==> src/rtl/tt_cell_pad_ctrl.sv <==
// rtl/tt_cell_pad_ctrl.sv - pad-control cell: serial config chain, output register, filtered input events
module tt_cell_pad_ctrl #(
  parameter int NSIG     = 8,
  parameter int FILT_LEN = 3
) (
  input  logic            clk,
  input  logic            rst,
  input  logic            cfg_sdi,
  input  logic            cfg_en,
  input  logic            cfg_latch,
  output logic            cfg_sdo,
  input  logic [NSIG-1:0] data_out,
  output logic [NSIG-1:0] data_in,
  output logic [NSIG-1:0] evt,
  input  logic [NSIG-1:0] evt_clr,
  output logic            irq,
  input  logic [NSIG-1:0] hsig_Y,
  output logic [NSIG-1:0] hsig_A,
  output logic [NSIG-1:0] hsig_OE,
  output logic [NSIG-1:0] hsig_IE,
  output logic [NSIG-1:0] hsig_SL,
  output logic [NSIG-1:0] hsig_CS,
  output logic [NSIG-1:0] hsig_PD,
  output logic [NSIG-1:0] hsig_PU,
  output logic            hclk_PD,
  output logic            hclk_PU
);

  localparam int L  = 6*NSIG + 2;
  localparam int CW = (FILT_LEN > 0) ? $clog2(FILT_LEN + 1) : 1;

  // Safe power-up config: input enabled with pull-down, output driver off.
  function automatic logic [L-1:0] f_cfg_rst();
    logic [L-1:0] v;
    v = '0;
    for (int i = 0; i < NSIG; i++) begin
      v[6*i+1] = 1'b1;
      v[6*i+4] = 1'b1;
    end
    return v;
  endfunction

  localparam logic [L-1:0] CFG_RST = f_cfg_rst();

  logic [L-1:0]    r_sh;
  logic [L-1:0]    r_cfg;
  logic [NSIG-1:0] r_a;
  logic [NSIG-1:0] r_s1;
  logic [NSIG-1:0] r_s2;
  logic [NSIG-1:0] r_evt;
  logic [NSIG-1:0] w_y;
  logic [NSIG-1:0] w_toggle;

  always_ff @(posedge clk or posedge rst) begin
    if (rst) begin
      r_sh  <= '0;
      r_cfg <= CFG_RST;
      r_a   <= '0;
    end else begin
      if (cfg_en)
        r_sh <= {cfg_sdi, r_sh[L-1:1]};
      if (cfg_latch)
        r_cfg <= r_sh;
      r_a <= data_out;
    end
  end

  assign cfg_sdo = r_sh[0];
  assign hsig_A  = r_a;
  assign hclk_PD = r_cfg[L-2];
  assign hclk_PU = r_cfg[L-1];

  for (genvar g = 0; g < NSIG; g++) begin : g_pad
    assign hsig_OE[g] = r_cfg[6*g];
    assign hsig_IE[g] = r_cfg[6*g+1];
    assign hsig_SL[g] = r_cfg[6*g+2];
    assign hsig_CS[g] = r_cfg[6*g+3];
    assign hsig_PD[g] = r_cfg[6*g+4];
    assign hsig_PU[g] = r_cfg[6*g+5];
  end

  assign w_y = hsig_Y & hsig_IE;

  always_ff @(posedge clk or posedge rst) begin
    if (rst) begin
      r_s1 <= '0;
      r_s2 <= '0;
    end else begin
      r_s1 <= w_y;
      r_s2 <= r_s1;
    end
  end

  if (FILT_LEN == 0) begin : g_nofilt
    assign data_in  = r_s2;
    assign w_toggle = r_s1 ^ r_s2;
  end else begin : g_filt
    logic [NSIG-1:0] r_din;
    logic [CW-1:0]   r_cnt [NSIG];

    always_comb begin
      w_toggle = '0;
      for (int i = 0; i < NSIG; i++)
        w_toggle[i] = (r_s2[i] != r_din[i]) && (r_cnt[i] == CW'(FILT_LEN - 1));
    end

    // Counter only runs while the synchronised level disagrees with the accepted one.
    always_ff @(posedge clk or posedge rst) begin
      if (rst) begin
        r_din <= '0;
        for (int i = 0; i < NSIG; i++)
          r_cnt[i] <= '0;
      end else begin
        for (int i = 0; i < NSIG; i++) begin
          if (w_toggle[i]) begin
            r_din[i] <= ~r_din[i];
            r_cnt[i] <= '0;
          end else if (r_s2[i] != r_din[i]) begin
            r_cnt[i] <= r_cnt[i] + CW'(1);
          end else begin
            r_cnt[i] <= '0;
          end
        end
      end
    end

    assign data_in = r_din;
  end

  // A new toggle outranks a clear landing on the same edge.
  always_ff @(posedge clk or posedge rst) begin
    if (rst)
      r_evt <= '0;
    else
      r_evt <= (r_evt & ~evt_clr) | w_toggle;
  end

  assign evt = r_evt;
  assign irq = |r_evt;

endmodule

==> config.mk <==
export PLATFORM = sky130hd
export DESIGN_NAME = tt_cell_pad_ctrl
export DESIGN_NICKNAME = d
export VERILOG_FILES = /design/src/rtl/tt_cell_pad_ctrl.sv
export SDC_FILE = /design/constraint.sdc
export NUM_CORES = 1
export LEC_CHECK = 0
export ABC_AREA = 1
export CELL_PAD_IN_SITES_DETAIL_PLACEMENT = 1
export CELL_PAD_IN_SITES_GLOBAL_PLACEMENT = 1
export CORE_ASPECT_RATIO = 1.4
export CORE_MARGIN = 10
export CORE_UTILIZATION = 40
export DETAILED_ROUTE_END_ITERATION = 10
export GPL_TIMING_DRIVEN = 0
export PLACE_DENSITY = 0.9
export SLEW_MARGIN = 20
export SYNTH_ARGS = -nofsm -noshare
export SYNTH_HDL_FRONTEND = slang
export SYNTH_SLANG_ARGS = --single-unit
==> constraint.sdc <==
create_clock -name clk -period 7.7 [get_ports clk]
set_clock_uncertainty 0.1 [all_clocks]
set_input_delay 1.54 -clock clk [delete_from_list [all_inputs] [get_ports clk]]
set_output_delay 1.54 -clock clk [all_outputs]
set_load 0.02 [all_outputs]
# Yosys cells after proc, flatten, opt, wreduce, memory -nomap -nowiden
# Index checks and enable logic that the tools add are counted.
# word_totals
word_cells	83
output_inout_bits	76
reg_bits	156
input_bits	29
# classes
mux	16
bitwise	12
eq_ne	16
reduce_logical	9
add_sub_neg	8
# op_table
cell	n
2-bit two-way mux	16
2-bit by 1-bit adder with 2-bit output (second input constant)	8
8-bit AND	2
2-bit equality test (second input constant)	8
1-bit logical AND	8
1-bit != test	8
1-bit inverter	8
8-bit inverter	1
8-bit OR	1
8-bit OR reduction	1

# Longest topological paths before layout
# logic_depth
word_depth	3
mapped_depth	4
ltp_nobuf	4

# Least setup slack after synthesis
# Ideal clock, no wire load.
# synth_timing
kind	register -> output
startpoint	reg r_evt[5] (netlist: evt[5])
endpoint	out irq
required_ps	6060
path_stages_with_launch	5
setup_slack_ps	5269
arrival_time_ps	791
path_buffers	0
cell_sequence	dfrtp_1 -> inv_1 -> nand2_1 -> nor2_1 -> nand2_1
# synth_between
elab_chain_cells	1
# synth_lines
element	line_no	text
start: declaration	50	logic [NSIG-1:0] r_evt;
start signal: assignment	135	r_evt <= (r_evt & ~evt_clr) | w_toggle;
8-bit OR reduction	139	assign irq = |r_evt;
end: declaration	16	output logic irq,
# Every way passes these cells.

# Final worst setup path
# layout_timing
startpoint	reg r_evt[0] (netlist: evt[0])
endpoint	out irq
# Same word-level chain as after synthesis.

==> metrics.md <==
| Metric | Value |
|---|---|
| Status | completed |
| RSZ-0062 raised after global routing | false |
| Clock slew seen by the registers of the worst setup and hold paths | 0.06 ns |
| Crit-path max cell delay | 0.54 ns |
| Total number of vias | 4,309 |
| CP most frequent cell | nand2_1 |
| F_max | 0.2992 GHz |
| Routability Congestion | 0.7815 |
| Largest delay contributor family on the critical path | buffers and inverters |
| Worst VDD drop | 165.0 uV |
| Skew-Pair Late Insertion Delay | 0.42 ns |
| Pwr dens | 323.5 mW/mm2 |
| Sink Count | 156 |
| Largest net degree at the start of global routing | 86 |
| CTS Hold Bufs | 0 |
| Switching Fraction | 31.73% |
| Antenna violations before repair | 0 |
| Fillers | 1,594 |
| Rows | 52 |
| Port Buffer Count | 102 |
| Worst setup SP type | flip-flop |
| Die area | 0.02015 mm2 |
| Slew Limit Headroom | 65.40% |
| Layout cells sized above 1 | 13.14% |
| Leak | 3.674 nW |
| R2R setup slack | 6.47 ns |
| Drt pass-1 iters | 4 |
| Number of global-route vias before repair | 4,997 |
| Area Growth Syn to Fin | 31.02% |
| Number of enable flip-flop cells after synthesis | 0 |
| Core area | 0.01451 mm2 |
| Nets@finish | 747 |
| Internal | 1.714 mW |
| Final setup viols | 0 |
| Post-route clock period utilization | 43.40% |
| Footprint of the multi-input gates | 0.001473 mm2 |
| Number of setup buffers added after CTS | 0 |
| Drt via density | 4.725 |
| Slew @ Worst Pin | 0.5190 ns |
| TNS Setup | 0 ns |
| Final HPWL from detailed placement | 10.71 mm |
| Crit path required time | 6.06 ns |
| CTS tree | built |
| ANT nets after route | 0 |
| Clk pwr share | 30.6% |
| Chip width | 122.9 um |
| Yosys reg bits | 156 |
| CP Cell Sequence | inv_1 > nand2_1 > nor2_1 > nand2_1 > clkdlybuf4s50_1 |
| Top FF cell, synth | dfrtp_1 |
| Yosys cell types | 14 |
| Die height | 164.0 um |
| Asr flop ratio synth | 100.0% |
| Synthesized area | 0.005926 mm2 |
| Finished Layout Cells | 912 |
| Core Util, Final | 53.51% |
| Maximum fanout along the worst path | 2 |
| Sequential share of power | 42.9% |
| Minimum clock period | 3.342 ns |
| Final Instance Area | 0.007764 mm2 |
| Worst Path Buf+Inv | 2 |
| Syn nets | 625 |
| Placed cell count | 880 |
| Drt wl/cell | 16.41 um |
| Max Slew Vio Count | 0 |
| Clock buffer count from CTS | 17 |
| DRT iter0 DRCs | 165 |
| Register area | 0.003924 mm2 |
| Crit. End Element | primary output |
| Ant diodes | 0 |
| Final hold slack | 0.2490 ns |
| Sequential share of the synthesized area | 66.22% |
| Comb power frac | 26.4% |
| Synth Area per Inst | 10.08 um2 |
| Post_cts resized | 0 |
| Global route overflow | 0 |
| Worst hold path class | reg2reg |
| Initial Util | 40.84% |
| First-pass GRT wire length | 24.94 mm |
| IO Pins | 105 |
| Final WL | 14.96 mm |
| GRT Total Usage | 15.71% |
| Mapped Cells | 588 |
| YS warnings | 0 |
| Fin. Hold Viols | 0 |
| Dpl cell area | 0.007218 mm2 |
| Crit path DAT | 1.70 ns |
| Residual DRC | 0 |
| Htree depth | 4 |
| Critical path's slowest cell | clkdlybuf4s50_1 |
| Switching pwr | 0.7969 mW |
| Clk buf depth | 2 |
| Root buffer cell | clkbuf_16 |
| Setup CP Type | reg2out |
| Max Cap Viol | 0 |
cell type report:
type | count | area share (%)
flip-flops and latches | 156 | 50.54
multi-input cells | 319 | 18.97
plain buffers | 22 | 2.417
clock inverters | 12 | 1.144
well taps | 189 | 3.046
inverters | 91 | 4.496
clock buffers | 20 | 5.882
repair buffers | 103 | 13.51
path summary, 6_finish.rpt:
path                                        from  cells after the start               end
worst min-delay path                     r_s1[5]                      0           r_s2[5]
worst max register to register  g_filt.r_cnt[10]                      4  g_filt.r_cnt[10]
max in group asynchronous                    rst                      3         r_cfg[46]
worst min register to register           r_s1[5]                      0           r_s2[5]
min in group asynchronous                    rst                      2   g_filt.r_cnt[5]
worst max-delay path                      evt[0]                      5               irq
per-layer routing:
metal  up-vias  GRT usage, %  wire [um]
met4         0         6.284        248
met5         -             0          0
li1       2044             -          -
met1      2164         16.87       5795
met2        83         28.40       8184
met3        18         4.089        735
placed cells by master (no fill, tap or decap), types with 4 or more instances in the layout:
| cell type | count |
|---|---|
| clkdlybuf4s50_1 | 102 |
| buf_6 | 10 |
| buf_2 | 6 |
| buf_4 | 6 |
| inv_1 | 90 |
| dfstp_2 | 16 |
| nand3_1 | 8 |
| clkinvlp_4 | 4 |
| clkbuf_16 | 17 |
| a21oi_1 | 50 |
| o21ai_1 | 10 |
| o21ai_0 | 48 |
| or2_2 | 24 |
| nand2_1 | 103 |
| ha_1 | 8 |
| dfrtp_1 | 140 |
| nor2_1 | 68 |
through the flow:
stage | worst slack [ns] | total power, mW
6_report | 4.358 | 2.511
5_1_grt | 4.246 | 2.663
4_1_cts | 4.292 | 2.552
3_5_place_dp | 4.719 | 1.767
3_3_place_gp | 0.03118 | 1.700
2_1_floorplan | 1.880 | 1.457
synth_stat cells (8+ instances only):
library cell,count,area share (%)
a21oi_1,50,4.2
or2_2,24,2.5
dfrtp_1,140,59
inv_1,91,5.8
o21ai_0,48,4.1
o21ai_1,10,0.84
nand3_1,8,0.68
nor2_1,68,4.3
buf_6,10,1.9
dfstp_2,16,7.1
ha_1,8,1.7
nand2_1,103,6.5
worst reg2reg max path: stages (launching register included):
cell	delay, ns
dfrtp_1	0.34
inv_1	0.05
ha_1	0.24
or2_2	0.31
nor2_1	0.12
state kept, by name, summed over array words and instances, names as in the netlist:
register      count
data_in           8
evt               8
g_filt.r_cnt     16
hsig_A            8
r_cfg            50
r_s1              8
r_s2              8
r_sh             50
cells by family after synthesis:
kind of cell | Yosys count | synth area share [%]
and+or+nand+nor | 203 | 14.04
DFF | 156 | 66.22
adders and majority gates | 8 | 1.689
buffers and inverters | 113 | 8.932
AOI/OAI and AO/OA | 108 | 9.122
power by group through the flow:
stage | Sequential, mW | Combinational [mW] | Clock (mW)
floorplan | 1.16 | 0.296 | 0
global placement | 1.08 | 0.623 | 0
detailed placement | 1.09 | 0.675 | 0
CTS | 1.08 | 0.683 | 0.789
global route | 1.10 | 0.741 | 0.824
finish | 1.08 | 0.664 | 0.769
No activity file was read; power rests on OpenSTA's default activity.
